$ cat src/rtl/dea_frame_decoder.sv
// DEA receive-side decoder: length-prefixed ciphertext frames in, rolling-key XOR plaintext out.
// Optional trailing XOR checksum byte enabled by defining DEA_DEC_CHECKSUM_EN.
module dea_frame_decoder #(
  parameter int unsigned MAX_LEN = 100,
  parameter int unsigned CW      = 8
) (
  input  logic       Clk_100M,
  input  logic       Reset,
  input  logic [7:0] Rx_Data,
  input  logic       Rx_Ready,
  output logic       Rx_Ack,
  input  logic       Key_Wr,
  input  logic [1:0] Key_Addr,
  input  logic [7:0] Key_Data,
  input  logic [1:0] Key_Len,
  output logic [7:0] Out_Data,
  output logic       Out_Valid,
  input  logic       Out_Ready,
  output logic       Frame_Done,
  output logic       Len_Err,
  output logic       Chk_Err
);

  typedef enum logic [1:0] {
    S_LEN,
    S_DATA,
    S_SKIP
`ifdef DEA_DEC_CHECKSUM_EN
    , S_CHK
`endif
  } state_t;

  localparam logic [7:0] MaxLenB = 8'(MAX_LEN);

  state_t          state_q, state_d;
  logic            rx_ack_q, rx_ack_d;
  logic            out_valid_q, out_valid_d;
  logic [7:0]      out_data_q, out_data_d;
  logic            frame_done_q, frame_done_d;
  logic            len_err_q, len_err_d;
  logic [CW-1:0]   count_q, count_d;
  logic [1:0]      kidx_q, kidx_d;
  logic [2:0][7:0] key_q, key_d;
`ifdef DEA_DEC_CHECKSUM_EN
  logic            chk_err_q, chk_err_d;
  logic [7:0]      csum_q, csum_d;
`endif

  logic       accept;
  logic       last_byte;
  logic [1:0] kidx_eff;
  logic [1:0] kidx_next;
  logic [7:0] key_byte;

  // A shrunk Key_Len can leave kidx out of range; fold it back to slot 0 before use.
  always_comb begin
    accept    = Rx_Ready && !rx_ack_q && ((state_q != S_DATA) || !out_valid_q);
    last_byte = (count_q == CW'(1));
    kidx_eff  = (kidx_q >= Key_Len) ? 2'd0 : kidx_q;
    kidx_next = (({1'b0, kidx_eff} + 3'd1) >= {1'b0, Key_Len}) ? 2'd0 : (kidx_eff + 2'd1);
    key_byte  = 8'h00;
    if (Key_Len != 2'd0) begin
      case (kidx_eff)
        2'd0:    key_byte = key_q[0];
        2'd1:    key_byte = key_q[1];
        2'd2:    key_byte = key_q[2];
        default: key_byte = 8'h00;
      endcase
    end
  end

  always_comb begin
    state_d      = state_q;
    rx_ack_d     = accept || (rx_ack_q && Rx_Ready);
    out_valid_d  = out_valid_q;
    out_data_d   = out_data_q;
    frame_done_d = 1'b0;
    len_err_d    = 1'b0;
    count_d      = count_q;
    kidx_d       = kidx_q;
    key_d        = key_q;
`ifdef DEA_DEC_CHECKSUM_EN
    chk_err_d    = 1'b0;
    csum_d       = csum_q;
`endif

    if (out_valid_q && Out_Ready) out_valid_d = 1'b0;

    if (Key_Wr) begin
      case (Key_Addr)
        2'd0:    key_d[0] = Key_Data;
        2'd1:    key_d[1] = Key_Data;
        2'd2:    key_d[2] = Key_Data;
        default: ;
      endcase
    end

    if (accept) begin
      case (state_q)
        S_LEN: begin
          if (Rx_Data == 8'h00) begin
            frame_done_d = 1'b1;
          end else if (Rx_Data > MaxLenB) begin
            len_err_d = 1'b1;
            count_d   = CW'(Rx_Data);
            state_d   = S_SKIP;
          end else begin
            count_d = CW'(Rx_Data);
            kidx_d  = 2'd0;
`ifdef DEA_DEC_CHECKSUM_EN
            csum_d  = 8'h00;
`endif
            state_d = S_DATA;
          end
        end
        S_DATA: begin
          out_data_d  = Rx_Data ^ key_byte;
          out_valid_d = 1'b1;
          kidx_d      = kidx_next;
          count_d     = count_q - CW'(1);
`ifdef DEA_DEC_CHECKSUM_EN
          csum_d      = csum_q ^ Rx_Data;
          if (last_byte) state_d = S_CHK;
`else
          if (last_byte) begin
            frame_done_d = 1'b1;
            state_d      = S_LEN;
          end
`endif
        end
        S_SKIP: begin
          count_d = count_q - CW'(1);
          if (last_byte) state_d = S_LEN;
        end
`ifdef DEA_DEC_CHECKSUM_EN
        S_CHK: begin
          frame_done_d = 1'b1;
          chk_err_d    = (Rx_Data != csum_q);
          state_d      = S_LEN;
        end
`endif
        default: state_d = S_LEN;
      endcase
    end
  end

  always_ff @(posedge Clk_100M) begin
    if (Reset) begin
      state_q      <= S_LEN;
      rx_ack_q     <= 1'b0;
      out_valid_q  <= 1'b0;
      out_data_q   <= '0;
      frame_done_q <= 1'b0;
      len_err_q    <= 1'b0;
      count_q      <= '0;
      kidx_q       <= '0;
      key_q        <= '0;
`ifdef DEA_DEC_CHECKSUM_EN
      chk_err_q    <= 1'b0;
      csum_q       <= '0;
`endif
    end else begin
      state_q      <= state_d;
      rx_ack_q     <= rx_ack_d;
      out_valid_q  <= out_valid_d;
      out_data_q   <= out_data_d;
      frame_done_q <= frame_done_d;
      len_err_q    <= len_err_d;
      count_q      <= count_d;
      kidx_q       <= kidx_d;
      key_q        <= key_d;
`ifdef DEA_DEC_CHECKSUM_EN
      chk_err_q    <= chk_err_d;
      csum_q       <= csum_d;
`endif
    end
  end

  assign Rx_Ack     = rx_ack_q;
  assign Out_Valid  = out_valid_q;
  assign Out_Data   = out_data_q;
  assign Frame_Done = frame_done_q;
  assign Len_Err    = len_err_q;
`ifdef DEA_DEC_CHECKSUM_EN
  assign Chk_Err    = chk_err_q;
`else
  assign Chk_Err    = 1'b0;
`endif

endmodule
$ cat config.mk
export PLATFORM = sky130hd
export DESIGN_NAME = dea_frame_decoder
export DESIGN_NICKNAME = d
export VERILOG_FILES = /design/src/rtl/dea_frame_decoder.sv
export SDC_FILE = /design/constraint.sdc
export NUM_CORES = 1
export LEC_CHECK = 0
export CORE_MARGIN = 2
export CORE_UTILIZATION = 35
export CTS_BUF_LIST = sky130_fd_sc_hd__clkbuf_8
export CTS_CLUSTER_DIAMETER = 30
export DETAILED_ROUTE_END_ITERATION = 10
export PLACE_DENSITY = 0.67
export SYNTH_ARGS = -nofsm -noshare
export SYNTH_HDL_FRONTEND = slang
export SYNTH_SLANG_ARGS = --single-unit
$ cat constraint.sdc
create_clock -name Clk_100M -period 3.45 [get_ports Clk_100M]
set_clock_uncertainty 0.2 [all_clocks]
set_input_delay 0.345 -clock Clk_100M [delete_from_list [all_inputs] [get_ports Clk_100M]]
set_output_delay 0.345 -clock Clk_100M [all_outputs]
set_load 0.01 [all_outputs]
* After elaboration in Yosys (flattened, before gate mapping) *
Index checks and enable logic that the tools add are counted.

operators by class
  reduce and logical (&&, ||, !) cells = 25
  order comparisons = 3
  bitwise gates (word level) = 3
  add/subtract/negate cells = 3
  muxes and demuxes = 20
  equality and inequality tests = 11

operators by type and width
  cell                                                 count
  one-hot mux 8 bit (3 select lines)                   1
  2-to-1 mux 8 bit                                     2
  one-hot mux 8 bit (2 select lines)                   1
  2-to-1 mux 2 bit                                     7
  == test 8 x 1 -> 1 bit (second input constant)       1
  > comparator 8 x 7 -> 1 bit (second input constant)  1
  zero test 8 bit                                      1
  one-hot mux 2 bit (2 select lines)                   2
  AND reduction 2 bit                                  4
  subtractor 8 x 1 -> 8 bit (second input constant)    1
  XOR 8 bit                                            1
  == test 2 x 1 -> 1 bit (second input constant)       3
  == test 2 bit (second input constant)                3
  zero test 2 bit                                      3
  2-to-1 mux 1 bit                                     6
  AND reduction 3 bit                                  2
  nonzero test 2 bit                                   3
  logical AND 1 bit                                    4
  != test 2 x 1 -> 1 bit (second input constant)       2
  != test 2 bit (second input constant)                2
  AND reduction 4 bit                                  1
  OR reduction 2 bit                                   2
  OR reduction 4 bit                                   1
  adder 2 x 1 -> 3 bit (second input constant)         1
  7 further kinds                                      10

storage, ports and cells
  output and inout bits = 13
  input bits = 25
  logic and storage cells = 76
  register bits = 48

* Logic depth before layout (Yosys ltp) *
  depth in word-level cells = 6
  depth in mapped cells = 11
  gate-level depth less buffers = 11

* Worst setup path before layout *
No wires, ideal clock.

  path kind = reg2reg
  start point = reg kidx_q[0]
  end point = reg out_data_q[5], in the netlist Out_Data[5]
  path slack = 0.854 ns
  path buffers = 1
  library setup time = 0.091 ns
  period minus slack after synthesis = 2.596 ns
  cell stages (with the launch flop) = 12
  data arrival time = 2.305 ns
  required time = 3.159 ns
  path through = dfxtp_1 > inv_1 > ha_1 > nand2b_1 > a21oi_1 > nand2_1 > inv_1 > ha_1 > clkbuf_1 > a222oi_1 > or3_1 > a311oi_1

on the way
  longest elaborated chain between the ends = 6
  elaborated cells between the ends (all ways) = 8
  classes of those cells = 1 x order compare; 2 x eq/ne; 3 x mux; 1 x bitwise; 1 x reduce/logical

RTL lines
  element                                RTL line  text
  start: declaration                     42        logic [1:0] kidx_q, kidx_d;
  start signal: assignment               170       kidx_q <= kidx_d;
  >= comparator 2 bit                    59        kidx_eff = (kidx_q >= Key_Len) ? 2'd0 : kidx_q;
  2-to-1 mux 2 bit *                     59
  == test 2 bit (tied with other cells)  63        case (kidx_eff)
  one-hot mux 8 bit (3 select lines) *   63
  2-to-1 mux 8 bit *                     62        if (Key_Len != 2'd0) begin
  XOR 8 bit *                            117       out_data_d = Rx_Data ^ key_byte;
  end signal: assignment                 166       out_data_q <= out_data_d;
  end: declaration                       38        logic [7:0] out_data_q, out_data_d;

Every way passes the cells marked *; elsewhere a longest branch is shown, timed or not.
A chain may end at the register's enable or synchronous reset.

* Final worst setup path *
  start point = in Key_Len[1]
  end point = reg out_data_q[0], in the netlist Out_Data[0]

on the way
  longest elaborated chain between the ends = 6
  elaborated cells between the ends (all ways) = 9
  classes of those cells = 1 x order compare; 2 x eq/ne; 3 x mux; 1 x bitwise; 2 x reduce/logical

RTL lines
  element                                RTL line  text
  start: declaration                     15        input logic [1:0] Key_Len,
  >= comparator 2 bit                    59
  2-to-1 mux 2 bit                       59
  == test 2 bit (tied with other cells)  63
  one-hot mux 8 bit (3 select lines)     63
  2-to-1 mux 8 bit *                     62
  XOR 8 bit *                            117

Marked as above.

==> flow_summary.json <==
{
  "worstPathArrival_ps": 2950,
  "vias": 2177,
  "grt-ovfl-total": 0,
  "synth_seq_cells": 48,
  "period_needed_ps": 2930,
  "core.rowCount": 30,
  "postCtsHoldBufs": 0,
  "grt_first_pass_wirelength_mm": 10.0,
  "syn_area_mm2": 0.00252,
  "crit_buf_inv": 3,
  "crit_type": "in2reg",
  "cp_slowest_cell": "clkdlybuf4s50_1",
  "ys.flop_type": "dfxtp_1",
  "slowest_delay_ps": 550,
  "cts_sinks": 48,
  "ys_warn_count": 0,
  "synthMuxAreaShare_pct": 11.1,
  "grt_pass1_vias": 2096,
  "synth_edf_count": 0,
  "root_buffer": "clkbuf_8",
  "die_h_um": 88.8,
  "synth_top_area_share_pct": 38.2,
  "slew_headroom_pct": 43.3,
  "cts.clk_slew.worst_paths_ps": 90,
  "p_leak_nw": 1.20,
  "synth-simple-area-share_pct": 19.3,
  "antenna_found_initial": 0,
  "synth_top_family_by_area": "compound AO/OA/AOI/OAI gates",
  "yosysTopAreaCell": "dfxtp_1",
  "place_congestion": 0.881,
  "required_ps": 3470,
  "grt_max_degree": 41,
  "synth_fa_ha_area_share_pct": 6.76,
  "cap_viol_max_count": 0,
  "rsz0062_at_grt": "false",
  "syn_inst": 279,
  "peakVddDrop_mv": 0.173,
  "holdPathStages": 2,
  "worstMarginPinSlew_ps": 849,
  "min-delay-path-class": "reg2reg",
  "die-area_mm2": 0.00788,
  "pin_count": 38,
  "finalHoldViolCount": 0,
  "route.detailed.drc": 0,
  "drtPass1Iterations": 4,
  "timing.final.crit_share_pct": 84.9,
  "avgRoutedWirePerCell_um": 15.0,
  "die_w_um": 88.8,
  "postCtsResizedCells": 0,
  "drt_iter0_drc": 192,
  "core_area_mm2": 0.00687,
  "avgSynthCellArea_um2": 9.02,
  "yosysUniqueCellTypes": 46,
  "ys_async_sr_fraction_pct": 0,
  "syn_nets": 317,
  "p_per_area_mw_per_mm2": 438,
  "area.growth.synth_to_final_pct": 22.5,
  "synth-xor-area-share_pct": 0,
  "cp_num_cells": 10,
  "status": "completed",
  "ys_seq_area_share_pct": 38.2,
  "diodes": 0,
  "yosysMostFrequentCell": "dfxtp_1",
  "final_net_count": 344,
  "io_buffers": 36,
  "place_ws_ps": 213,
  "synth-compound-area-share_pct": 19.6,
  "critPathMaxFanout": 8,
  "drv_slew": 0,
  "drive_gt1_share_pct": 6.19,
  "cts_tree": "built",
  "max_freq_ghz": 0.341,
  "tns_ps": 0,
  "dpl.cell_count": 395,
  "crit_path_start_kind": "primary input",
  "post_cts_buffers": 0,
  "htreeDepth": 2,
  "cp_cell_sequence": "clkdlybuf4s50_1 > inv_1 > ha_1 > a21oi_1 > and2_1 > inv_1 > ha_1 > a222oi_1 > o21ai_0 > a311oi_1",
  "synth_area_leaders": "dfxtp_1, mux2i_1, nor2_1",
  "cpLargestDelayFamily": "compound AO/OA/AOI/OAI gates",
  "fin_ws_ps": 520,
  "fin_cells": 403,
  "cts_buffer_depth": 2,
  "start_util_pct": 36.6,
  "power.total_mw": 1.35,
  "cts_buffers": 5,
  "viasPerCell": 5.40,
  "grt_use_total_pct": 16.4,
  "hpwl_mm": 4.46,
  "fin_util_pct": 44.9,
  "setup_violations": 0,
  "cp-end-kind": "register",
  "reg2reg_depth": 10,
  "insertion_delay_ps": 310,
  "finalWirelength_mm": 6.03,
  "antenna_left": 0,
  "synthTopCellsByCount": "dfxtp_1, nor2_1, mux2i_1"
}
[registers in the layout (all words and copies together), names as in the netlist]
name / cells
Frame_Done: 1
Len_Err: 1
Out_Data: 8
Out_Valid: 1
Rx_Ack: 1
count_q: 8
key_q: 24
kidx_q: 2
state_q: 2
[stage by stage]
stage	hold slack (ps)	area [um^2]
finish	272	3080
global route	298	3080
CTS	279	3080
detailed placement	265	2950
global placement	247	2950
floorplan	238	2520
[where the power goes]
| part | switching, mW | internal (mW) |
|---|---|---|
| registers | 0.0246 | 0.582 |
| logic | 0.139 | 0.115 |
| clock network | 0.199 | 0.292 |
[metal layers]
| layer | vias up | track usage (%) | routed length [um] |
|---|---|---|---|
| met3 | 9 | 3.26 | 283 |
| met5 | - | 0 | 0 |
| met4 | 0 | 6.20 | 104 |
| met1 | 1034 | 21.4 | 2690 |
| li1 | 1081 | - | - |
| met2 | 53 | 26.6 | 2950 |
[path summary, 6_finish.rpt]
path                                  from     endpoint  slack (ps)
worst min register to register  state_q[1]   state_q[1]         270
worst max-delay path            Key_Len[1]  Out_Data[0]         520
worst max register to register   kidx_q[0]  Out_Data[0]         580
worst min-delay path            state_q[1]   state_q[1]         270
[layout make-up]
cell class | instances | area (um^2)
Clock buffer | 5 | 68.8
Multi-Input combinational cell | 201 | 1440
Fill cell | 636 | 3790
Clock inverter | 3 | 68.8
Sequential cell | 48 | 961
Inverter | 11 | 41.3
Tap cell | 96 | 120
Timing Repair Buffer | 39 | 383
[worst reg2reg max path, delay by kind of cell, from the launching register on]
family / cells / cell delay [ps]
AOI/OAI and AO/OA: 4 / 1050
DFF: 1 / 400
adders and majority gates: 2 / 560
and+or+nand+nor: 2 / 390
buffers and inverters: 2 / 190
[cell usage in the layout, fill, tap and decap left out, types with 2 or more instances in the layout]
cell             count
o31ai_1              4
bufinv_16            2
o311ai_0             3
dfxtp_1             48
clkdlybuf4s50_1     36
a21oi_1             11
a41oi_1              2
and3_1               3
a222oi_1             8
ha_1                12
buf_4                3
a311oi_1             8
or3_1                9
nor3_1               3
o32ai_1              3
a211oi_1             4
mux2i_1             28
o21ai_0             10
nor2_1              42
nand3b_1             4
clkbuf_8             5
inv_1               11
nand2_1             15
nor4_1               3
a31oi_1              3
nand3_1              2
nor2b_1              4
a31o_2               2
[kinds of logic (layout without fill, tap and decap cells)]
group,Yosys count,count (layout)
other cells,1,1
flops,48,48
mux,28,28
compound gates,64,64
simple gates,95,95
fa+ha+maj,13,13
buf+inv,30,58
Power figures use the tool's default switching activity.
